File: src/rtl/alu_reservation_station.sv
// ALU reservation station: collapsing age-ordered queue with CDB wakeup and a
// registered valid/ready issue stage toward the ALU functional unit.
module alu_reservation_station #(
  parameter int NUM_ENTRIES = 8,
  parameter int TAG_W       = 6,
  parameter int DATA_W      = 32,
  parameter int OPC_W       = 5
) (
  input  logic                               clk,
  input  logic                               reset,
  input  logic                               flush,
  input  logic                               disp_valid,
  output logic                               disp_ready,
  input  logic [OPC_W-1:0]                   disp_opcode,
  input  logic [TAG_W-1:0]                   disp_dst_tag,
  input  logic                               disp_src1_rdy,
  input  logic [TAG_W-1:0]                   disp_src1_tag,
  input  logic [DATA_W-1:0]                  disp_src1_val,
  input  logic                               disp_src2_rdy,
  input  logic [TAG_W-1:0]                   disp_src2_tag,
  input  logic [DATA_W-1:0]                  disp_src2_val,
  input  logic                               cdb_valid,
  input  logic [TAG_W-1:0]                   cdb_tag,
  input  logic [DATA_W-1:0]                  cdb_data,
  output logic                               issue_valid,
  input  logic                               issue_ready,
  output logic [OPC_W-1:0]                   issue_opcode,
  output logic [DATA_W-1:0]                  issue_src1,
  output logic [DATA_W-1:0]                  issue_src2,
  output logic [TAG_W-1:0]                   issue_dst_tag,
  output logic [$clog2(NUM_ENTRIES+1)-1:0]   occupancy
);

  localparam int OCC_W = $clog2(NUM_ENTRIES+1);
  localparam int IDX_W = $clog2(NUM_ENTRIES);

  typedef struct packed {
    logic              vld;
    logic [OPC_W-1:0]  opc;
    logic [TAG_W-1:0]  dst;
    logic              s1rdy;
    logic [TAG_W-1:0]  s1tag;
    logic [DATA_W-1:0] s1val;
    logic              s2rdy;
    logic [TAG_W-1:0]  s2tag;
    logic [DATA_W-1:0] s2val;
  } ent_t;

  ent_t              q_p0 [NUM_ENTRIES];
  logic [OCC_W-1:0]  occ_p0;
  ent_t              wk   [NUM_ENTRIES+1];
  ent_t              nx   [NUM_ENTRIES];
  ent_t              disp_ent;

  logic              vld_p1;
  logic [OPC_W-1:0]  opc_p1;
  logic [TAG_W-1:0]  dst_p1;
  logic [DATA_W-1:0] src1_p1;
  logic [DATA_W-1:0] src2_p1;

  logic              sel_found;
  logic [IDX_W-1:0]  sel_idx;
  logic              load;
  logic              disp_fire;
  logic [OCC_W-1:0]  wr_idx;

  assign disp_ready = (occ_p0 != OCC_W'(NUM_ENTRIES));
  assign disp_fire  = disp_valid && disp_ready;

  // Stage p0: wakeup of stored entries from the CDB
  always_comb begin
    wk[NUM_ENTRIES] = '0;
    for (int i = 0; i < NUM_ENTRIES; i++) begin
      wk[i] = q_p0[i];
      if (cdb_valid && q_p0[i].vld && !q_p0[i].s1rdy && (q_p0[i].s1tag == cdb_tag)) begin
        wk[i].s1rdy = 1'b1;
        wk[i].s1val = cdb_data;
      end
      if (cdb_valid && q_p0[i].vld && !q_p0[i].s2rdy && (q_p0[i].s2tag == cdb_tag)) begin
        wk[i].s2rdy = 1'b1;
        wk[i].s2val = cdb_data;
      end
    end
  end

  // Incoming op, with same-cycle CDB bypass for not-yet-ready sources
  always_comb begin
    disp_ent       = '0;
    disp_ent.vld   = 1'b1;
    disp_ent.opc   = disp_opcode;
    disp_ent.dst   = disp_dst_tag;
    disp_ent.s1tag = disp_src1_tag;
    disp_ent.s2tag = disp_src2_tag;
    disp_ent.s1rdy = disp_src1_rdy || (cdb_valid && (disp_src1_tag == cdb_tag));
    disp_ent.s2rdy = disp_src2_rdy || (cdb_valid && (disp_src2_tag == cdb_tag));
    disp_ent.s1val = disp_src1_rdy ? disp_src1_val : cdb_data;
    disp_ent.s2val = disp_src2_rdy ? disp_src2_val : cdb_data;
  end

  // Oldest-first select looks only at registered ready bits
  always_comb begin
    sel_found = 1'b0;
    sel_idx   = '0;
    for (int i = NUM_ENTRIES-1; i >= 0; i--) begin
      if (q_p0[i].vld && q_p0[i].s1rdy && q_p0[i].s2rdy) begin
        sel_found = 1'b1;
        sel_idx   = IDX_W'(i);
      end
    end
  end

  assign load   = sel_found && (!vld_p1 || issue_ready);
  assign wr_idx = occ_p0 - {{(OCC_W-1){1'b0}}, load};

  // Collapse above the removed entry, then append the dispatched op at the tail
  always_comb begin
    for (int i = 0; i < NUM_ENTRIES; i++) begin
      if (load && (IDX_W'(i) >= sel_idx)) begin
        nx[i] = wk[i+1];
      end else begin
        nx[i] = wk[i];
      end
      if (disp_fire && (OCC_W'(i) == wr_idx)) begin
        nx[i] = disp_ent;
      end
    end
  end

  always_ff @(posedge clk) begin
    if (reset || flush) begin
      occ_p0 <= '0;
      for (int i = 0; i < NUM_ENTRIES; i++) begin
        q_p0[i].vld <= 1'b0;
      end
    end else begin
      occ_p0 <= occ_p0 + {{(OCC_W-1){1'b0}}, disp_fire} - {{(OCC_W-1){1'b0}}, load};
      for (int i = 0; i < NUM_ENTRIES; i++) begin
        q_p0[i] <= nx[i];
      end
    end
  end

  // Stage p1: issue register; payload held while the FU stalls
  always_ff @(posedge clk) begin
    if (reset || flush) begin
      vld_p1  <= 1'b0;
      opc_p1  <= '0;
      dst_p1  <= '0;
      src1_p1 <= '0;
      src2_p1 <= '0;
    end else if (load) begin
      vld_p1  <= 1'b1;
      opc_p1  <= q_p0[sel_idx].opc;
      dst_p1  <= q_p0[sel_idx].dst;
      src1_p1 <= q_p0[sel_idx].s1val;
      src2_p1 <= q_p0[sel_idx].s2val;
    end else if (issue_ready) begin
      vld_p1  <= 1'b0;
    end
  end

  assign issue_valid   = vld_p1;
  assign issue_opcode  = opc_p1;
  assign issue_dst_tag = dst_p1;
  assign issue_src1    = src1_p1;
  assign issue_src2    = src2_p1;
  assign occupancy     = occ_p0;

endmodule

File: config.mk
export PLATFORM = sky130hd
export DESIGN_NAME = alu_reservation_station
export DESIGN_NICKNAME = d
export VERILOG_FILES = /design/src/rtl/alu_reservation_station.sv
export SDC_FILE = /design/constraint.sdc
export NUM_CORES = 2
export LEC_CHECK = 0
export ABC_AREA = 1
export BUFFER_PORTS_ARGS = -buffer_cell sky130_fd_sc_hd__buf_4
export CAP_MARGIN = 10
export CELL_PAD_IN_SITES_DETAIL_PLACEMENT = 1
export CELL_PAD_IN_SITES_GLOBAL_PLACEMENT = 1
export CORE_MARGIN = 3
export CORE_UTILIZATION = 51
export DETAILED_ROUTE_END_ITERATION = 16
export HOLD_SLACK_MARGIN = 0.1
export PLACE_DENSITY_LB_ADDON = 0.25
export SLEW_MARGIN = 15
export SYNTH_ARGS = -nofsm -noshare
export SYNTH_HDL_FRONTEND = slang
export SYNTH_SLANG_ARGS = --single-unit
File: constraint.sdc
create_clock -name clk -period 39.8 [get_ports clk]
set_clock_uncertainty 0.15 [all_clocks]
set_input_delay 1.99 -clock clk [delete_from_list [all_inputs] [get_ports clk]]
set_output_delay 1.99 -clock clk [all_outputs]
set_load 0.03 [all_outputs]
### Word-level counts from Yosys, hierarchy flattened

Memories as Yosys holds them, arrays and structs flattened. A register that Yosys moved wholly into a read port is not among the register bits.
Index checks and enable logic that the tools add are counted.

| operators by class | value |
|---|---|
| add/subtract/negate cells | 3 |
| $mul | 0 |
| divide/modulo/power cells | 0 |
| $lt $le $gt $ge | 8 |
| eq/ne operators | 26 |
| shift-type cells | 0 |
| mux-type cells | 79 |
| bitwise logic cells | 8 |
| reduce and logical (&&, ||, !) cells | 99 |

Operators with widths:

| operator | count |
|---|---|
| two-way mux 90 bit | 16 |
| two-way mux 32 bit | 18 |
| == test 6 bit | 18 |
| logical AND 1 bit | 76 |
| two-way mux 1 bit | 37 |
| two-way mux 3 bit | 8 |
| logical NOT 1 bit | 17 |
| == test 3 x 4 -> 1 bit (first input constant) | 4 |
| greater-or-equal comparator 3 bit (first input constant) | 4 |
| == test 2 x 4 -> 1 bit (first input constant) | 2 |
| OR 1 bit | 8 |
| subtractor 4 x 1 -> 4 bit | 2 |
| greater-or-equal comparator 1 x 3 -> 1 bit (first input constant) | 2 |
| greater-or-equal comparator 2 x 3 -> 1 bit (first input constant) | 2 |
| adder 4 x 1 -> 4 bit | 1 |
| == test 1 x 4 -> 1 bit (first input constant) | 1 |
| logical NOT 4 bit | 1 |
| logical OR 1 bit | 4 |
| != test 4 bit (second input constant) | 1 |
| nonzero test 2 bit | 1 |

| word-level totals | value |
|---|---|
| register bits | 5 |
| latch bits | 0 |
| memory bits (writable) | 720 |
| bits in read-only memories | 0 |
| bits of input ports | 133 |
| output and inout port bits | 81 |
| word-level logic and storage cells | 226 |
| memories kept | 1 |

Memory list:

| name | words | bits a word | read ports | clocked after memory_dff | wr ports | RTL line | text |
|---|---|---|---|---|---|---|---|
| q_p0 | 8 | 90 | 9 | 1 | 8 | 49 | `ent_t q_p0 [NUM_ENTRIES];` |

### Longest topological paths before layout

An unclocked memory read counts as a cell.

| depth | value |
|---|---|
| word-level depth | 17 |
| mapped depth | 19 |
| mapped depth without buffers | 15 |

### Worst setup path before layout

No wires, ideal clock.

| timing path | value |
|---|---|
| path type | input to register |
| start | in flush |
| end | mem q_p0[4][32] in the netlist's numbering, enable pin |
| library setup time | 387 ps |
| arrival time | 17,465 ps |
| path slack | 21,798 ps |
| cell stages on the path | 5 |
| cells stage by stage | nor2_1 > clkbuf_1 > clkbuf_1 > o21ai_0 > inv_1 |

RTL lines:

| element | RTL line | text |
|---|---|---|
| start: declaration | 11 | `input logic flush,` |
| end: declaration | 49 |  |

### Final worst setup path

| timing path | value |
|---|---|
| start | in flush |
| end | reg src1_p1[3] (netlist: issue_src1[3]), read port of q_p0 |

| between the ends | value |
|---|---|
| word-level cells in the longest chain between the ends | 1 |

RTL lines:

| element | RTL line | text |
|---|---|---|
| logical OR 1 bit | 145 | `if (reset \|\| flush) begin` |
| end: declaration | 58 | `logic [DATA_W-1:0] src1_p1;` |

Every way passes these cells.
A chain may end at the register's enable or synchronous reset.

==> flow_summary.html <==
<table>
<tr><th>Metric</th><th>Value</th></tr>
<tr><th colspan="2">Outcome</th></tr>
<tr><td>Outcome</td><td>completed</td></tr>
<tr><th colspan="2">Route</th></tr>
<tr><td>Initial DRC Count</td><td>6679</td></tr>
<tr><td>Total wire length after detailed routing</td><td>222200 um</td></tr>
<tr><td>DRC violation count after routing</td><td>0</td></tr>
<tr><td>Router iterations before antenna repair</td><td>6</td></tr>
<tr><td>Number of routed nets with antenna violations</td><td>0</td></tr>
<tr><td>Number of vias in the routed layout</td><td>52803</td></tr>
<tr><td>Wire length per cell</td><td>27.99 um</td></tr>
<tr><td>Average via count per standard cell</td><td>6.650</td></tr>
<tr><th colspan="2">Floorplanning</th></tr>
<tr><td>Area of the core region</td><td>0.09914 mm2</td></tr>
<tr><td>Initial cell density of the core</td><td>0.5188</td></tr>
<tr><td>Die Wd</td><td>323.6 um</td></tr>
<tr><td>Total die area</td><td>0.1047 mm2</td></tr>
<tr><td>Row cnt</td><td>115</td></tr>
<tr><td>Num ports</td><td>214</td></tr>
<tr><td>Die Ht</td><td>323.6 um</td></tr>
<tr><th colspan="2">Power</th></tr>
<tr><td>Net load switching power</td><td>705.1 uW</td></tr>
<tr><td>Leakage power of the design</td><td>0.02330 uW</td></tr>
<tr><td>Sequential cell fraction of total power</td><td>0.436</td></tr>
<tr><td>Worst IR drop on VDD</td><td>35.98 uV</td></tr>
<tr><td>Internal portion of total power</td><td>1587 uW</td></tr>
<tr><td>Switching portion of total power</td><td>0.3076</td></tr>
<tr><td>Comb power frac</td><td>0.185</td></tr>
<tr><td>Share of total power in the clock network</td><td>0.379</td></tr>
<tr><td>Power density over cell area</td><td>41.20 mW/mm2</td></tr>
<tr><th colspan="2">Worst setup path</th></tr>
<tr><td>Classification of the worst setup path</td><td>input port to flip-flop</td></tr>
<tr><td>Number of buffers and inverters on the critical path</td><td>5</td></tr>
<tr><td>Flop-to-flop setup slack</td><td>33.99 ns</td></tr>
<tr><td>Worst path arrival time</td><td>6.29 ns</td></tr>
<tr><td>Crit start category</td><td>input port</td></tr>
<tr><td>Peak fanout along the critical path</td><td>122</td></tr>
<tr><td>Largest stage delay, worst path</td><td>0.86 ns</td></tr>
<tr><td>Sort of element at the end of the critical path</td><td>flip-flop</td></tr>
<tr><td>CP Cell Sequence</td><td>buf_4, nor2_4, buf_4, buf_12, buf_4, buf_4, o21ai_0, a21oi_1</td></tr>
<tr><td>Worst path top cell family by delay</td><td>buffers and inverters</td></tr>
<tr><td>Most prevalent standard cell on the critical path</td><td>sky130_fd_sc_hd__buf_4</td></tr>
<tr><td>Required time of the critical path</td><td>40.25 ns</td></tr>
<tr><td>Slowest CP cell</td><td>sky130_fd_sc_hd__buf_4</td></tr>
<tr><th colspan="2">Layout</th></tr>
<tr><td>Nets</td><td>6707</td></tr>
<tr><td>Multi-input gate area in the final layout</td><td>0.02272 mm2</td></tr>
<tr><td>Area growth from synthesis to final layout</td><td>8.157%</td></tr>
<tr><td>Register area</td><td>0.02314 mm2</td></tr>
<tr><td>Fraction of final layout cells with drive strength greater than 1</td><td>0.08473</td></tr>
<tr><td>Core utilization of the finished layout</td><td>0.5611</td></tr>
<tr><td>Final std cells w/o fill</td><td>7940</td></tr>
<tr><td>Count of filler cells inserted in the layout</td><td>12289</td></tr>
<tr><th colspan="2">Placement</th></tr>
<tr><td>Worst setup slack after placement</td><td>33.47 ns</td></tr>
<tr><td>RePlAce Congestion</td><td>0.8909</td></tr>
<tr><td>Placed wire-length estimate</td><td>126600 um</td></tr>
<tr><td>Post-placement cell count</td><td>7756</td></tr>
<tr><td>Number of buffer cells added on primary ports</td><td>213</td></tr>
<tr><th colspan="2">Global route</th></tr>
<tr><td>Overall track demand over capacity in global routing</td><td>0.4128</td></tr>
<tr><td>First-pass GRT wire length</td><td>327100 um</td></tr>
<tr><td>Maximum number of pins on one net before global-route repair</td><td>157</td></tr>
<tr><td>Overall overflow remaining after global route</td><td>0</td></tr>
<tr><td>Vias in the first global route</td><td>53624</td></tr>
<tr><td>Initial antenna violation count</td><td>7</td></tr>
<tr><th colspan="2">Timing</th></tr>
<tr><td>FMAX</td><td>171.4 MHz</td></tr>
<tr><td>Slew of the pin with the lowest slew margin</td><td>1.338 ns</td></tr>
<tr><td>Smallest hold slack</td><td>0.3745 ns</td></tr>
<tr><td>Final total negative setup slack</td><td>0 ns</td></tr>
<tr><td>Final min period</td><td>5.834 ns</td></tr>
<tr><td>Fin worst setup slack</td><td>33.97 ns</td></tr>
<tr><td>Final setup violation count</td><td>0</td></tr>
<tr><td>Hold violation count in the final report</td><td>0</td></tr>
<tr><td>Unrepaired setup endpoints after global routing</td><td>no</td></tr>
<tr><td>Max Slew Vio Count</td><td>0</td></tr>
<tr><td>Worst max-slew margin expressed relative to the limit</td><td>0.1079</td></tr>
<tr><td>Final worst-path cycle share</td><td>0.1466</td></tr>
<tr><th colspan="2">Logic synthesis</th></tr>
<tr><td>Cell count after synthesis</td><td>6745</td></tr>
<tr><td>Cells taking the most area after synthesis</td><td>sky130_fd_sc_hd__edfxtp_1 (42%), sky130_fd_sc_hd__nand2_1 (12%), sky130_fd_sc_hd__nand3_1 (10%)</td></tr>
<tr><td>Number of enable-type register cells in the synthesized netlist</td><td>712</td></tr>
<tr><td>Area of the mapped netlist</td><td>0.05143 mm2</td></tr>
<tr><td>Number of nets produced by synthesis</td><td>6888</td></tr>
<tr><td>Share of the synthesized area in the top cell type</td><td>0.4157</td></tr>
<tr><td>Most area-hungry cell type in the Yosys netlist</td><td>sky130_fd_sc_hd__edfxtp_1</td></tr>
<tr><td>Sequential element share of the synthesized area</td><td>0.4499</td></tr>
<tr><td>Synthesis Warnings</td><td>0</td></tr>
<tr><td>Synthesized area divided by synthesized cell count</td><td>7.625 um2</td></tr>
<tr><td>Top post-synthesis cells by count</td><td>sky130_fd_sc_hd__nand2_1 (1599), sky130_fd_sc_hd__nand3_1 (1063), sky130_fd_sc_hd__inv_1 (740)</td></tr>
<tr><td>Fraction of registers with async set/reset</td><td>0</td></tr>
<tr><td>Dominant cell by count in the synthesized netlist</td><td>sky130_fd_sc_hd__nand2_1</td></tr>
<tr><td>Distinct cell type count after synthesis</td><td>51</td></tr>
<tr><td>Flip-flop cell with the highest count after synthesis</td><td>sky130_fd_sc_hd__edfxtp_1</td></tr>
<tr><td>Register bit count reported by yosys</td><td>800</td></tr>
<tr><th colspan="2">Clocking</th></tr>
<tr><td>H-Tree Depth</td><td>3</td></tr>
<tr><td>Resized Gates After CTS</td><td>0</td></tr>
<tr><td>TritonCTS Buffers</td><td>93</td></tr>
<tr><td>Post-CTS setup buffer count</td><td>0</td></tr>
<tr><td>Hold bufs inserted after CTS</td><td>0</td></tr>
<tr><td>Total number of clock tree sinks</td><td>800</td></tr>
<tr><td>Master cell of the clock root buffer</td><td>sky130_fd_sc_hd__clkbuf_16</td></tr>
<tr><td>CTS tree</td><td>built</td></tr>
<tr><td>Worst-skew pair later-pin latency</td><td>0.70 ns</td></tr>
<tr><td>Worst-path clk slew</td><td>0.06 ns</td></tr>
<tr><td>CTS max path bufs</td><td>3</td></tr>
<tr><th colspan="2">Flow run</th></tr>
<tr><td>Number of maximum-capacitance violations</td><td>0</td></tr>
<tr><th colspan="2">Worst hold path</th></tr>
<tr><td>Type of the most critical hold path</td><td>flip-flop to flip-flop</td></tr>
</table>
[sequential cells by signal (all words and copies together), names as in the netlist]
name           flops
q_p0             720
issue_opcode       5
issue_dst_tag      6
issue_valid        1
issue_src2        32
occupancy          4
issue_src1        32
[metrics by stage]
step / power (uW) / area, um2
floorplan: 1289 / 51430
global placement: 1399 / 52650
detailed placement: 1418 / 52650
CTS: 2272 / 55610
global route: 2354 / 55620
finish: 2292 / 55630
[worst paths after layout]
path,startpoint,to,cells after the start
hold / removal,q_p0[3][89],q_p0[3][89],2
hold reg to reg,q_p0[3][89],q_p0[3][89],2
setup reg to reg,q_p0[0][89],q_p0[2][30],12
setup / recovery,flush,issue_src1[3],8
[final cells by class]
| type | count | area share |
|---|---|---|
| repair buffers | 297 | 0.04076 |
| multi-input cells | 4611 | 0.4085 |
| inverters | 761 | 0.05225 |
| clock inverters | 39 | 0.005488 |
| well taps | 1287 | 0.02895 |
| clock buffers | 137 | 0.04773 |
| diodes | 8 | 0.0003599 |
| flip-flops and latches | 800 | 0.4160 |
[tightest hold or removal path, cell delays in order (launching register included)]
cell                      delay [ns]
sky130_fd_sc_hd__dfxtp_1        0.33
sky130_fd_sc_hd__inv_1          0.07
sky130_fd_sc_hd__a21oi_1        0.07
[power by group through the flow]
stage          Sequential [uW]  Combinational, uW  Clock, uW
2_1_floorplan             1030                261          0
3_3_place_gp              1010                385          0
3_5_place_dp              1020                402          0
4_1_cts                    999                407        866
5_1_grt                   1000                452        899
6_report                  1000                423        868
[layout by cell type, fill, tap and decap left out, types with 88 or more instances in the layout]
master | Yosys | final
sky130_fd_sc_hd__nand2_1 | 1599 | 1593
sky130_fd_sc_hd__nand3_1 | 1063 | 1063
sky130_fd_sc_hd__inv_1 | 740 | 736
sky130_fd_sc_hd__edfxtp_1 | 712 | 712
sky130_fd_sc_hd__o21ai_0 | 591 | 591
sky130_fd_sc_hd__o21ai_1 | 405 | 405
sky130_fd_sc_hd__buf_4 | 44 | 294
sky130_fd_sc_hd__a21oi_1 | 234 | 231
sky130_fd_sc_hd__nor2_1 | 140 | 132
sky130_fd_sc_hd__clkbuf_16 | 0 | 95
sky130_fd_sc_hd__dfxtp_1 | 88 | 88
[metal layers]
layer / vias up / share of wire / global-route usage / wire, um
li1: 22648 / - / - / -
met1: 25669 / 0.36 / 0.4986 / 79960
met2: 3548 / 0.45 / 0.6669 / 100600
met3: 938 / 0.11 / 0.08722 / 24890
met4: 0 / 0.075 / 0.2780 / 16760
met5: - / 0 / 0 / 0
[cell families after synthesis]
logic type,count (synthesis),share of synthesized area
and+or+nand+nor,2957,0.2536
AOI/OAI and AO/OA,1582,0.1719
buffers and inverters,1334,0.1114
DFF,800,0.4499
xor gates and xnor gates,62,0.01056
adders and majority gates,10,0.002579
No activity file was read; power rests on OpenSTA's default activity.
